==> src/rtl/vend_ctrl.sv <==
// Vending-machine transaction controller: BCD credit accumulation, price lookup,
// purchase validation and change computation feeding the seven-segment driver.
module vend_ctrl #(
  parameter logic [7:0]  PRICE0      = 8'h15,
  parameter logic [7:0]  PRICE1      = 8'h25,
  parameter logic [7:0]  PRICE2      = 8'h30,
  parameter logic [7:0]  PRICE3      = 8'h45,
  parameter int unsigned HOLD_CYCLES = 32'd50_000_000
) (
  input  logic        clk,
  input  logic        rst,
  input  logic        coin_1,
  input  logic        coin_5,
  input  logic        coin_10,
  input  logic [1:0]  goods_sel,
  input  logic        buy,
  input  logic        cancel,
  output logic [7:0]  goods_money,
  output logic [11:0] money,
  output logic [11:0] small_change,
  output logic [1:0]  state,
  output logic        dispense,
  output logic [1:0]  goods_out,
  output logic        coin_reject,
  output logic        buy_err
);

  typedef enum logic [1:0] {
    IDLE   = 2'b01,
    PAY    = 2'b10,
    VEND   = 2'b11,
    CHANGE = 2'b00
  } state_t;

  state_t      st_q, st_d;
  logic [11:0] money_q, money_d, change_q, change_d;
  logic [7:0]  gm_q, gm_d;
  logic [1:0]  gout_q, gout_d, sel_q, sel_d;
  logic        disp_q, disp_d, rej_q, rej_d, err_q, err_d;
  logic [31:0] cnt_q, cnt_d;

  logic        any_coin;
  logic [3:0]  coin_ones;
  logic [7:0]  coin_bcd;
  logic        add_carry;
  logic [11:0] add_sum;

  function automatic logic [7:0] price_of(input logic [1:0] s);
    case (s)
      2'd0:    return PRICE0;
      2'd1:    return PRICE1;
      2'd2:    return PRICE2;
      default: return PRICE3;
    endcase
  endfunction

  // Returns {carry_out, sum}; a carry out means the credit would exceed 999.
  function automatic logic [12:0] bcd_add(input logic [11:0] a, input logic [7:0] b);
    logic [11:0] bb, r;
    logic [4:0]  t;
    logic        c;
    bb = {4'h0, b};
    r  = '0;
    c  = 1'b0;
    for (int unsigned i = 0; i < 3; i++) begin
      t = {1'b0, a[i*4 +: 4]} + {1'b0, bb[i*4 +: 4]} + {4'b0, c};
      if (t > 5'd9) begin
        t = t - 5'd10;
        c = 1'b1;
      end else begin
        c = 1'b0;
      end
      r[i*4 +: 4] = t[3:0];
    end
    return {c, r};
  endfunction

  // 5-bit modular digit difference; bit 4 flags a borrow, +10 restores the digit.
  function automatic logic [11:0] bcd_sub(input logic [11:0] a, input logic [7:0] b);
    logic [11:0] bb, r;
    logic [4:0]  t;
    logic        br;
    bb = {4'h0, b};
    r  = '0;
    br = 1'b0;
    for (int unsigned i = 0; i < 3; i++) begin
      t = {1'b0, a[i*4 +: 4]} - {1'b0, bb[i*4 +: 4]} - {4'b0, br};
      if (t[4]) begin
        t  = t + 5'd10;
        br = 1'b1;
      end else begin
        br = 1'b0;
      end
      r[i*4 +: 4] = t[3:0];
    end
    return r;
  endfunction

  assign any_coin  = coin_1 | coin_5 | coin_10;
  assign coin_ones = {3'b000, coin_1} + (coin_5 ? 4'd5 : 4'd0);
  assign coin_bcd  = {3'b000, coin_10, coin_ones};
  assign {add_carry, add_sum} = bcd_add(money_q, coin_bcd);

  always_comb begin
    st_d     = st_q;
    money_d  = money_q;
    change_d = change_q;
    gm_d     = gm_q;
    gout_d   = gout_q;
    sel_d    = sel_q;
    cnt_d    = cnt_q;
    disp_d   = 1'b0;
    rej_d    = 1'b0;
    err_d    = 1'b0;
    case (st_q)
      IDLE: begin
        gm_d = price_of(goods_sel);
        if (any_coin) begin
          if (add_carry) begin
            rej_d = 1'b1;
          end else begin
            money_d = add_sum;
            st_d    = PAY;
          end
        end
      end
      PAY: begin
        gm_d = price_of(goods_sel);
        if (cancel) begin
          change_d = money_q;
          money_d  = '0;
          rej_d    = any_coin;
          cnt_d    = '0;
          st_d     = CHANGE;
        end else if (any_coin) begin
          if (add_carry) rej_d = 1'b1;
          else           money_d = add_sum;
        end else if (buy) begin
          // Packed BCD orders the same as binary, so a plain compare suffices.
          if (money_q >= {4'h0, price_of(goods_sel)}) begin
            sel_d  = goods_sel;
            gout_d = goods_sel;
            disp_d = 1'b1;
            st_d   = VEND;
          end else begin
            err_d = 1'b1;
          end
        end
      end
      VEND: begin
        rej_d    = any_coin;
        change_d = bcd_sub(money_q, price_of(sel_q));
        money_d  = '0;
        cnt_d    = '0;
        st_d     = CHANGE;
      end
      default: begin
        rej_d = any_coin;
        if (cnt_q == HOLD_CYCLES - 1) begin
          change_d = '0;
          cnt_d    = '0;
          st_d     = IDLE;
        end else begin
          cnt_d = cnt_q + 32'd1;
        end
      end
    endcase
  end

  always_ff @(posedge clk or negedge rst) begin
    if (!rst) begin
      st_q     <= IDLE;
      money_q  <= '0;
      change_q <= '0;
      gm_q     <= PRICE0;
      gout_q   <= '0;
      sel_q    <= '0;
      cnt_q    <= '0;
      disp_q   <= 1'b0;
      rej_q    <= 1'b0;
      err_q    <= 1'b0;
    end else begin
      st_q     <= st_d;
      money_q  <= money_d;
      change_q <= change_d;
      gm_q     <= gm_d;
      gout_q   <= gout_d;
      sel_q    <= sel_d;
      cnt_q    <= cnt_d;
      disp_q   <= disp_d;
      rej_q    <= rej_d;
      err_q    <= err_d;
    end
  end

  assign state        = st_q;
  assign money        = money_q;
  assign small_change = change_q;
  assign goods_money  = gm_q;
  assign goods_out    = gout_q;
  assign dispense     = disp_q;
  assign coin_reject  = rej_q;
  assign buy_err      = err_q;

endmodule

==> config.mk <==
export PLATFORM = sky130hd
export DESIGN_NAME = vend_ctrl
export DESIGN_NICKNAME = d
export VERILOG_FILES = /design/src/rtl/vend_ctrl.sv
export SDC_FILE = /design/constraint.sdc
export NUM_CORES = 1
export LEC_CHECK = 0
export ABC_AREA = 0
export ABC_CLOCK_PERIOD_IN_PS = 6250
export BUFFER_PORTS_ARGS = -buffer_cell sky130_fd_sc_hd__buf_2
export CORE_MARGIN = 1.5
export CORE_UTILIZATION = 45
export DETAILED_ROUTE_END_ITERATION = 16
export GPL_TIMING_DRIVEN = 0
export PLACE_DENSITY = 0.66
export SYNTH_ARGS = -nofsm -noshare
export SYNTH_HDL_FRONTEND = slang
export SYNTH_SLANG_ARGS = --single-unit
==> constraint.sdc <==
create_clock -name clk -period 6.25 [get_ports clk]
set_input_delay 0.625 -clock clk [delete_from_list [all_inputs] [get_ports clk]]
set_output_delay 0.625 -clock clk [all_outputs]
set_load 0.02 [all_outputs]
==> results.py <==
metrics = {
    "clocking": {
        "cts_num_sinks": 67,
        "cts_resized": 0,
        "tritoncts": "done",
        "cts_hold_repair.buffers": 0,
        "cts.reportedPaths.clkPinSlew_ns": 0.08,
        "clock_root_buffer": "clkbuf_8",
        "ctsLongestPathBuffers": 2,
        "htreeDepth": 3,
        "worstSkewPairLatency_ns": 0.35,
        "tritoncts.num_buffers": 9,
        "post-cts-setup-buffer-count": 0,
    },
    "critical_path": {
        "critical_path_class": "reg2reg",
        "cp-end-kind": "register",
        "crit_fanout": 10,
        "start_kind": "register",
        "timing.reg2reg.setup_slack_ns": 1.14,
        "cp_data_required_time_ns": 6.50,
        "cp.arrival_ns": 5.36,
        "worst_r2r_path_depth": 20,
        "origin_of_the_critical_flop_to_flop_path": "money[0]$_DFFE_PN0N_",
        "reg2reg_to": "money[2]$_DFFE_PN0N_",
    },
    "grt": {
        "global_route_wire_length_before_repair_um": 16700,
        "antenna_violations_before_repair": 0,
        "grt_overflow": 0,
        "grt_util_all_layers": 0.204,
        "grt_max_degree": 68,
        "first_global_vias": 3513,
    },
    "synth": {
        "synth_commonest_cells": "64 x dfrtp_1, 64 x nor2_1, 38 x ha_1",
        "synth_top_flop_cell": "dfrtp_1",
        "share_of_flip_flops_with_an_asynchronous_set_or_reset": 1.00,
        "ys_ff_latch": 67,
        "syn_area_um2": 4510,
        "yosys.cell_types.count": 62,
        "seq_area_frac_synth": 0.372,
        "number_of_enable_flip_flop_cells_after_synthesis": 0,
        "number_of_warnings_reported_in_the_yosys_synthesis_log": 0,
        "ys_top_cells_by_area": "dfrtp_1 35%, ha_1 11%, nor2_1 5.3%, xor2_1 5.0%, xnor2_1 2.9%",
        "post_synth.cell_area_avg_um2": 9.44,
        "synth.largest_area_cell": "dfrtp_1",
        "synth_top_area_share": 0.355,
        "postSynthCellCount": 478,
    },
    "timing": {
        "setup_tns_ns": 0,
        "final.period_utilization": 0.818,
        "slew_headroom": 0.428,
        "max_fclk_mhz": 196,
        "min_period_ns": 5.11,
        "setup_viol": 0,
        "finalHoldViolCount": 0,
        "number_of_max_slew_violations_in_the_final_report": 0,
        "whs_ns": 0.389,
        "max_slew.worst_pin.slew_ns": 0.858,
        "timing.clock.skew_ns": 0.00976,
        "rsz0062_at_grt": "no",
    },
    "hold_path": {
        "worst_hold_path_class": "in2async",
    },
    "power": {
        "power_switching_share": 0.264,
        "share_comb_of_total_power": 0.121,
        "power_per_cell_area_nw_per_um2": 199,
        "total_switching_power_w": 0.000271,
        "seq_power_share": 0.432,
        "power.leakage_nw": 2.58,
        "vdd_ir_drop_max_mv": 0.124,
        "internal_power_w": 0.000756,
        "p_clk_frac": 0.447,
    },
    "floorplan": {
        "die_h_um": 103,
        "die_span_in_x_um": 103,
        "number_of_standard_cell_rows_in_the_floorplan": 36,
        "die-area_um2": 10600,
        "core_area_um2": 9770,
        "floorplan.initialDensity": 0.462,
        "floorplan.io_pins": 48,
    },
    "route": {
        "route.detailed.wl_per_inst_um": 14.8,
        "drt_drc_violations_left": 0,
        "detail_route.first_pass.iterations": 4,
        "wl_um": 9990,
        "antenna_violating_nets_post_route": 0,
        "detailedRoute.firstIterationViolations": 131,
        "routed_via_density": 5.32,
        "vias": 3577,
    },
    "finish": {
        "area_growth_pct": 14.3,
        "diodes": 0,
        "layout-drive-gt1-share": 0.200,
        "final_net_count": 586,
    },
    "place": {
        "place.detailed.hpwl_um": 7270,
        "io_buffer_count": 44,
        "gpl.final_weighted_congestion": 0.835,
    },
    "outcome": {
        "result_of_the_run": "complete, no violations",
    },
    "run": {
        "drv.max_cap_violation_count": 0,
    },
}
power groups by stage:
stage | Sequential (W) | Combinational, W | Clock, W
final | 0.000443 | 0.000124 | 0.000459
after global routing | 0.000444 | 0.000142 | 0.000486
after CTS | 0.000443 | 0.000125 | 0.000469
after detailed placement | 0.000452 | 0.000124 | 0
after global placement | 0.000452 | 0.000117 | 0
after floorplan | 0.000453 | 0.0000859 | 0
area by class of cell:
class                           count  area, um^2
Multi-Input combinational cell    358        2580
Tap cell                          133         166
Sequential cell                    67        1680
Clock inverter                      7         125
Clock buffer                        9         124
Buffer                             21         130
Timing Repair Buffer               44         223
Inverter                           34         128
Fill cell                         937        4610
stage by stage:
stage | setup WS (ns) | utilization | area (um^2) | std cells | power [W]
floorplan | 1.60 | - | 4520 | 480 | 0.000539
global placement | 0.990 | 0.502 | 4910 | 657 | 0.000569
detailed placement | 0.802 | 0.502 | 4910 | 657 | 0.000576
CTS | 1.14 | 0.528 | 5160 | 673 | 0.00104
global route | 0.676 | 0.528 | 5160 | 673 | 0.00107
finish | 1.14 | 0.528 | 5160 | 673 | 0.00103
worst max-delay path, stage by stage, from the launching register on:
cell and delay (ns):
dfrtp_1 0.45, fa_1 0.42, ha_1 0.26, xnor2_1 0.26
and2_1 0.20, nor2_1 0.06, o22ai_1 0.37, fa_1 0.28
inv_1 0.05, ha_1 0.24, nor2_2 0.22, nor3b_1 0.10
a311oi_2 0.36, ha_1 0.27, ha_1 0.26, nand2b_1 0.16
a31oi_1 0.23, o21bai_1 0.16, a21o_1 0.21, buf_2 0.20
a22o_1 0.24
how the worst max path moves through the flow:
stage	start	end
after floorplan	coin_1	money[2]$_DFFE_PN0N_
final	money[0]$_DFFE_PN0N_	money[2]$_DFFE_PN0N_
after CTS	money[0]$_DFFE_PN0N_	money[2]$_DFFE_PN0N_
after detailed placement	coin_1	money[2]$_DFFE_PN0N_
after global routing	money[0]$_DFFE_PN0N_	money[2]$_DFFE_PN0N_
after global placement	coin_1	money[2]$_DFFE_PN0N_
kinds of logic after synthesis:
logic type	Yosys count	share of synthesized area
simple gates	186	0.217
compound gates	76	0.127
flops	67	0.372
buf+inv	55	0.0571
fa+ha+maj	42	0.123
xor+xnor	41	0.0795
mux	10	0.0236
other cells	1	0.000831
layout by cell type, fill, tap and decap left out, types with 3 or more instances in the layout:
cell       synthesis  layout
nor2_1            64      64
dfrtp_1           64      64
buf_2             11      54
ha_1              38      38
inv_1             34      34
nand2_1           34      34
xor2_1            26      26
o21ai_0           18      18
nand3_1           16      16
xnor2_1           15      15
a21oi_1           12      12
and3_1            10      10
nor2b_1            9       9
nand2b_1           9       9
clkbuf_8           0       9
nor3_1             7       7
nand4_1            7       7
a221oi_2           7       7
and4_1             6       6
a22o_1             6       6
a31oi_1            5       5
mux2i_1            5       5
mux2_2             5       5
buf_4              4       5
nor4_1             4       4
fa_1               4       4
clkbuf_1           3       3
buf_6              3       3
conb_1             1       3
bufinv_16          0       3
clkinv_4           0       3
dfstp_2            3       3
state kept, by name (all words and copies together) (netlist names):
name,cells
small_change,12
cnt_q,32
dispense,1
state,2
coin_reject,1
goods_money,4
money,12
buy_err,1
sel_q,2
per-layer routing:
metal,wire length [um],part of all wire,up-vias,track usage
li1,-,-,1769,-
met1,4550,0.46,1745,0.255
met2,4900,0.49,51,0.349
met3,352,0.035,12,0.0332
met4,182,0.018,0,0.0863
met5,0,0,-,0
No activity file was read; power rests on OpenSTA's default activity.
